### config.mk
export PLATFORM = sky130hd
export DESIGN_NAME = nd_loop_sequencer
export DESIGN_NICKNAME = d
export VERILOG_FILES = /design/src/rtl/nd_loop_sequencer.sv
export SDC_FILE = /design/constraint.sdc
export NUM_CORES = 1
export LEC_CHECK = 0
export ABC_AREA = 1
export CAP_MARGIN = 20
export CORE_MARGIN = 5
export CORE_UTILIZATION = 62
export CTS_CLUSTER_DIAMETER = 80
export CTS_CLUSTER_SIZE = 10
export DETAILED_ROUTE_END_ITERATION = 6
export GPL_ROUTABILITY_DRIVEN = 0
export HOLD_SLACK_MARGIN = 0.12
export PLACE_DENSITY = 0.84
export SLEW_MARGIN = 20
export SYNTH_ARGS = -nofsm -noshare
export SYNTH_HDL_FRONTEND = slang
export SYNTH_SLANG_ARGS = --single-unit
### constraint.sdc
create_clock -name i_clk -period 10.1 [get_ports i_clk]
set_input_delay 2.02 -clock i_clk [delete_from_list [all_inputs] [get_ports i_clk]]
set_output_delay 2.02 -clock i_clk [all_outputs]
set_load 0.02 [all_outputs]
### src/rtl/nd_loop_sequencer.sv
// Registered N-dimensional loop sequencer: latches one loop-nest descriptor and
// emits one beat (indices, addresses, address sum, wrap flags) per accepted handshake.
module nd_loop_sequencer #(
   parameter int unsigned BW       = 16,
   parameter int unsigned DIM      = 4,
   parameter int unsigned SHAMT_BW = 3,
   localparam int unsigned SBW     = (SHAMT_BW > 0) ? SHAMT_BW : 1
) (
   input  logic                     i_clk,
   input  logic                     i_rst,
   input  logic                     i_cfg_rdy,
   output logic                     o_cfg_ack,
   input  logic [DIM-1:0][BW-1:0]   i_bound,
   input  logic [DIM-1:0][BW-1:0]   i_start,
   input  logic [DIM-1:0][BW-1:0]   i_step,
   input  logic [DIM-1:0][SBW-1:0]  i_shamt,
   output logic                     o_dst_rdy,
   input  logic                     i_dst_ack,
   output logic [DIM-1:0][BW-1:0]   o_idx,
   output logic [DIM-1:0][BW-1:0]   o_addr,
   output logic [BW-1:0]            o_addr_sum,
   output logic [DIM-1:0]           o_wrap,
   output logic                     o_last,
   output logic                     o_busy
);

   typedef enum logic {IDLE = 1'b0, RUN = 1'b1} state_t;

   state_t                   state, state_next;
   logic [DIM-1:0][BW-1:0]   bound_q, start_q, inc_q;
   logic [DIM-1:0][BW-1:0]   bound_n, start_n, inc_n, idx_n, addr_n;
   logic [BW-1:0]            sum_n;
   logic [DIM-1:0]           wrap_n;
   logic                     rdy_n;
   logic                     carry;
   logic                     any_zero;

   // Dim d wraps when it and every inner dim sit at their last index.
   function automatic logic [DIM-1:0] calc_wrap(input logic [DIM-1:0][BW-1:0] idx,
                                                input logic [DIM-1:0][BW-1:0] bnd);
      logic           inner_last;
      logic [DIM-1:0] w;
      inner_last = 1'b1;
      w          = '0;
      for (int d = int'(DIM) - 1; d >= 0; d--) begin
         w[d]       = inner_last && (idx[d] == bnd[d] - BW'(1));
         inner_last = w[d];
      end
      return w;
   endfunction

   // Modulo-2^BW sum of all per-dim addresses.
   function automatic logic [BW-1:0] calc_sum(input logic [DIM-1:0][BW-1:0] a);
      logic [BW-1:0] s;
      s = '0;
      for (int d = 0; d < int'(DIM); d++) s = s + a[d];
      return s;
   endfunction

   // Empty-nest detection on the incoming descriptor.
   always_comb begin
      any_zero = 1'b0;
      for (int d = 0; d < int'(DIM); d++) if (i_bound[d] == '0) any_zero = 1'b1;
   end

   // Next-state, descriptor latch and odometer-style index/address advance.
   always_comb begin
      state_next = state;
      bound_n    = bound_q;
      start_n    = start_q;
      inc_n      = inc_q;
      idx_n      = o_idx;
      addr_n     = o_addr;
      rdy_n      = o_dst_rdy;
      carry      = 1'b1;
      unique case (state)
         IDLE: begin
            // Zero-trip descriptors are consumed and dropped without touching beat state.
            if (i_cfg_rdy && !any_zero) begin
               state_next = RUN;
               bound_n    = i_bound;
               start_n    = i_start;
               for (int d = 0; d < int'(DIM); d++) inc_n[d] = i_step[d] << i_shamt[d];
               idx_n      = '0;
               addr_n     = i_start;
               rdy_n      = 1'b1;
            end
         end
         RUN: begin
            if (i_dst_ack) begin
               if (o_last) begin
                  state_next = IDLE;
                  rdy_n      = 1'b0;
               end else begin
                  for (int d = int'(DIM) - 1; d >= 0; d--) begin
                     if (carry) begin
                        if (o_idx[d] == bound_q[d] - BW'(1)) begin
                           idx_n[d]  = '0;
                           addr_n[d] = start_q[d];
                        end else begin
                           idx_n[d]  = o_idx[d] + BW'(1);
                           addr_n[d] = o_addr[d] + inc_q[d];
                           carry     = 1'b0;
                        end
                     end
                  end
               end
            end
         end
      endcase
      wrap_n = calc_wrap(idx_n, bound_n);
      sum_n  = calc_sum(addr_n);
   end

   // State register.
   always_ff @(posedge i_clk) begin
      if (!i_rst) state <= IDLE;
      else        state <= state_next;
   end

   // Descriptor and beat output registers.
   always_ff @(posedge i_clk) begin
      if (!i_rst) begin
         bound_q    <= '0;
         start_q    <= '0;
         inc_q      <= '0;
         o_idx      <= '0;
         o_addr     <= '0;
         o_addr_sum <= '0;
         o_wrap     <= '0;
         o_last     <= 1'b0;
         o_dst_rdy  <= 1'b0;
         o_cfg_ack  <= 1'b1;
         o_busy     <= 1'b0;
      end else begin
         bound_q    <= bound_n;
         start_q    <= start_n;
         inc_q      <= inc_n;
         o_idx      <= idx_n;
         o_addr     <= addr_n;
         o_addr_sum <= sum_n;
         o_wrap     <= wrap_n;
         o_last     <= wrap_n[0];
         o_dst_rdy  <= rdy_n;
         o_cfg_ack  <= (state_next == IDLE);
         o_busy     <= (state_next != IDLE);
      end
   end

endmodule

==> impl_metrics.tcl, run 1 <==
set metrics [dict create \
    outcome "complete, no violations" \
    cap_violations 0 \
    min_path_type "reg -> reg" \
    ff2ff_setup_slack_ns 1.61 \
    via_per_inst 5.80 \
    total_power_uw 4410 \
    via_count 31780 \
    drt-total-wl_um 96300 \
    critical_path_required_ns 10.56 \
    whs_ns 0.462 \
    grt_pass1_vias 28684 \
    skew_ns 0.0119 \
    syn-num-nets 4975 \
    avgSynthCellArea_um2 5.97 \
    start_util_pct 62.7 \
    fp-row-count 77 \
    area.sequential_mm2 0.00687 \
    grt_max_degree 161 \
    nNetsFinal 5212 \
    yosys_warnings 0 \
    endpoint_kind "flop" \
    synthesis.area_mm2 0.0277 \
    cts_buffer_depth 3 \
    area_delta_synth_final_pct 17.6 \
    cp_max_fo 12 \
    setup_violations 0 \
    cp_slowest_cell "nor2_2" \
    final-hold-violation-count 0 \
    finalInstanceArea_mm2 0.0326 \
    drc_errors 0 \
    yosys_most_used_dff "dfxtp_1" \
    drive_above_1_share_pct 3.11 \
    cts_resized 0 \
    io_pins 360 \
    routedWlPerCell_um 17.6 \
    fmax_mhz 118 \
    startpoint_type "flop" \
    grt_overflow 0 \
    clock_sink_count 343 \
    timing.final.crit_share_pct 84.1 \
    io_buffers 359 \
    root_buffer "clkbuf_16" \
    grt_use_total_pct 37.1 \
    slowest_delay_ns 0.70 \
    p_leak_uw 0.0154 \
    dp_worst_setup_slack_ns 1.22 \
    hold_buffers 0 \
    cts_setup_buffers 0 \
    async_flop_share_pct 0 \
    power_density_mw_per_mm2 135 \
    final_common_cell "nand2_1" \
    drtIter0Drc 3750 \
    synth_seq_cells 343 \
    die_w_um 221 \
    seq_area_frac_synth_pct 24.8 \
    synth-edff-count 0 \
    finalCriticalPeriod_ns 8.49 \
    num-fill-cells 3845 \
    insertion_delay_ns 0.57 \
    final_cell_mix "1446 x nand2_1, 512 x inv_1, 502 x nor2_1" \
    ir_drop_mv 0.137 \
    dp_hpwl_um 72800 \
    worstPathArrival_ns 8.95 \
    yosysUniqueCellTypes 50 \
    worst_slack_ns 1.61 \
    core_area_mm2 0.0442 \
    crit_top_cell "nand2_1" \
    antenna_found_initial 2 \
    placed_area_mm2 0.0315 \
    cts_buffers 41 \
    synthCells 4646 \
    slew_violations 0 \
    rsz0062_at_grt "no" \
    grt_first_pass_wirelength_um 151000 \
    setup.worst_path.class "reg -> reg" \
    tns_ns 0 \
    timing.slew.headroom_pct 29.4 \
    worst_pin_slew_ns 1.06 \
    ant_nets 0 \
    die_area_mm2 0.0490 \
    multi_input_area_mm2 0.0181 \
    first_pass_iters 6 \
    cts_tree "yes" \
    cts_htree_levels 2 \
    clk_pin_slew_ns 0.06 \
    die_y_um 221 \
]
==> layout make-up <==
cell class                 instances  share of cell area [%]
multi-input combinational       3593                    55.6
inverter                         524                    6.07
timing repair buffer             380                    11.5
clock inverter                     4                   0.173
clock buffer                      46                    3.27
tap                              592                    2.27
antenna                            1                 0.00767
sequential                       343                    21.1
==> cell usage after synthesis, types with 43 or more instances <==
cell type  instances  share of area, %
a21oi_1          287               5.2
o21ai_0          314               5.7
inv_1            512               6.9
nor3_1            67               1.2
clkbuf_1         137               1.9
dfxtp_1          343                25
xnor2_1           43               1.4
nor2_1           503               6.8
ha_1              87               3.9
xor2_1           107               3.4
nand3_1          320               5.8
nand4_1           68               1.5
nand2_1         1446                20
==> registers in the layout (all words and copies together) (netlist names) <==
name / flops
bound_q: 64
inc_q: 64
o_addr: 64
o_addr_sum: 16
o_busy: 1
o_cfg_ack: 1
o_dst_rdy: 1
o_idx: 64
o_wrap: 4
start_q: 64
==> routing by layer <==
metal / global-route usage (%) / part of all wire (%) / vias up
met4: 19.6 / 6.2 / 2
met2: 58.6 / 43 / 1713
li1: - / - / 15505
met3: 7.42 / 11 / 359
met1: 48.0 / 40 / 14201
met5: 0 / 0.013 / -
==> worst paths after layout <==
check / from / end / cells past startpoint
min: o_dst_rdy$_SDFFE_PN0P_ / o_dst_rdy$_SDFFE_PN0P_ / 2
min reg2reg: o_dst_rdy$_SDFFE_PN0P_ / o_dst_rdy$_SDFFE_PN0P_ / 2
max: bound_q[32]$_SDFF_PN0_ / o_addr_sum[15]$_SDFF_PN0_ / 38
max reg2reg: bound_q[32]$_SDFF_PN0_ / o_addr_sum[15]$_SDFF_PN0_ / 38
==> power by group <==
group	leakage [µW]	switching, µW	internal [µW]
registers	0.00282	95.9	1460
logic	0.0120	937	560
clock network	0.000550	594	764
total	0.0154	1630	2780
==> worst max-delay path: cells and delay by family (launching register included) <==
family	cells	cell delay, ns
compound gates	8	1.58
xor+xnor	1	0.16
fa+ha+maj	5	1.94
buf+inv	5	0.56
flops	1	0.36
simple gates	19	3.74
==> cells by family after synthesis <==
kind of cell    Yosys count  synth area share [%]
compound gates          785                  15.7
xor+xnor                150                  4.74
fa+ha+maj               121                  6.38
buf+inv                 710                  9.85
flops                   343                  24.8
mux                       5                 0.181
simple gates           2532                  38.4
==> metrics by stage <==
stage | util (%) | std cells
floorplan | - | 4646
global placement | 71.2 | 5432
detailed placement | 71.2 | 5432
CTS | 73.7 | 5482
global route | 73.7 | 5482
finish | 73.7 | 5483
Power figures use the tool's default switching activity.
==> inputs of run 2 (changes only) <==
--- a/config.mk
+++ b/config.mk
@@ -8,13 +8,13 @@
 export ABC_AREA = 1
 export CAP_MARGIN = 20
 export CORE_MARGIN = 5
-export CORE_UTILIZATION = 62
+export CORE_UTILIZATION = 57
 export CTS_CLUSTER_DIAMETER = 80
 export CTS_CLUSTER_SIZE = 10
 export DETAILED_ROUTE_END_ITERATION = 6
 export GPL_ROUTABILITY_DRIVEN = 0
 export HOLD_SLACK_MARGIN = 0.12
-export PLACE_DENSITY = 0.84
+export PLACE_DENSITY = 0.78
 export SLEW_MARGIN = 20
 export SYNTH_ARGS = -nofsm -noshare
 export SYNTH_HDL_FRONTEND = slang
==> constraint.sdc (replaced) <==
create_clock -name i_clk -period 8.87 [get_ports i_clk]
set_input_delay 1.774 -clock i_clk [delete_from_list [all_inputs] [get_ports i_clk]]
set_output_delay 1.774 -clock i_clk [all_outputs]
set_load 0.02 [all_outputs]
==> impl_metrics.tcl, run 2 (same netlist as run 1, synthesis figures left out) <==
set metrics [dict create \
    outcome "complete, no violations" \
    clock_sink_count 343 \
    cts_htree_levels 2 \
    slowest_delay_ns 0.59 \
    grt_use_total_pct 35.0 \
    die_w_um 231 \
    drc_errors 0 \
    timing.slew.headroom_pct 37.5 \
    dp_hpwl_um 74600 \
    nNetsFinal 5217 \
    final-hold-violation-count 0 \
    drt-total-wl_um 97700 \
    start_util_pct 57.8 \
    ff2ff_path_depth 34 \
    grt_pass1_vias 28309 \
    fp-row-count 80 \
    root_buffer "clkbuf_16" \
    rsz0062_at_grt "no" \
    hold_buffers 0 \
    cts_buffer_depth 3 \
    setup.worst_path.class "in -> reg" \
    die_y_um 231 \
    startpoint_type "input port" \
    cts_tree "yes" \
    via_count 31333 \
    p_leak_uw 0.0154 \
    drive_above_1_share_pct 3.21 \
    final_common_cell "nand2_1" \
    antenna_found_initial 2 \
    clk_pin_slew_ns 0.06 \
    ir_drop_mv 0.141 \
    cap_violations 0 \
    io_pins 360 \
    min_path_type "reg -> reg" \
    routedWlPerCell_um 17.7 \
    num-fill-cells 4497 \
    endpoint_kind "flop" \
    timing.final.crit_share_pct 86.0 \
    grt_max_degree 149 \
    first_pass_iters 6 \
    insertion_delay_ns 0.58 \
    cts_setup_buffers 0 \
    grt_overflow 0 \
    grt_first_pass_wirelength_um 151000 \
    drtIter0Drc 3128 \
    ant_nets 0 \
    fmax_mhz 131 \
    worstPathArrival_ns 8.09 \
    worst_pin_slew_ns 0.938 \
    power_density_mw_per_mm2 152 \
    crit_top_cell "nand2_1" \
    cp_slowest_cell "fa_1" \
    via_per_inst 5.69 \
    fin_cells 5507 \
    io_buffers 359 \
    final_cell_mix "1445 x nand2_1, 511 x inv_1, 501 x nor2_1" \
    skew_ns 0.0212 \
    finalCriticalPeriod_ns 7.63 \
    place_inst 5461 \
    core_area_mm2 0.0479 \
    setup_violations 0 \
    critical_path_required_ns 9.33 \
    tns_ns 0 \
    slew_violations 0 \
    area_delta_synth_final_pct 17.8 \
    cts_resized 0 \
    diodes 0 \
    min_path_cells 2 \
    cp_max_fo 15 \
    cts_buffers 40 \
    die_area_mm2 0.0531 \
]
[run 2: layout make-up]
type                            count  area [µm²]  area share (%)
Clock buffer                       43        1020            3.13
Clock inverter                      3        55.1           0.169
Inverter                          524        1980            6.07
Multi-Input combinational cell   3593       18100            55.6
Sequential cell                   343        6870            21.0
Tap cell                          615         769            2.36
Timing Repair Buffer              386        3800            11.7
[run 2: power by group]
group | internal (µW) | switching (µW)
Sequential | 1660 | 110
Combinational | 640 | 1060
Clock | 839 | 675
[run 2: final timing paths]
path                                               start                        end  slack (ns)
worst max-delay path                         i_bound[14]  o_addr_sum[15]$_SDFF_PN0_        1.24
worst min-delay path            start_q[57]$_SDFFE_PN0P_   start_q[57]$_SDFFE_PN0P_        0.46
worst max register to register    bound_q[48]$_SDFF_PN0_  o_addr_sum[15]$_SDFF_PN0_        1.42
worst min register to register  start_q[57]$_SDFFE_PN0P_   start_q[57]$_SDFFE_PN0P_        0.46
[run 2: metal layers]
metal	global-route usage [%]	vias up	routed length (µm)
met2	54.9	1522	42300
li1	-	15522	-
met4	17.2	4	5350
met5	0	-	23
met1	46.6	14020	40100
met3	6.45	265	9940
[run 2: worst max-delay path, delay by kind of cell]
family	cells	cell delay, ns
compound gates	8	1.56
xor+xnor	1	0.17
fa+ha+maj	4	1.70
buf+inv	6	1.11
simple gates	15	1.76
[run 2: stage by stage]
step                      utilization [%]  setup slack (ns)  power [µW]  cell area (µm²)  hold slack [ns]
final                                68.1              1.24        4980            32600            0.462
after global routing                 68.1             0.648        5250            32600            0.475
after CTS                            68.1              1.30        4960            32600            0.462
after detailed placement             65.8             0.725        3450            31600            0.453
after global placement               65.8             0.871        3430            31600            0.450
after floorplan                         -              1.65        2890            27700            0.430
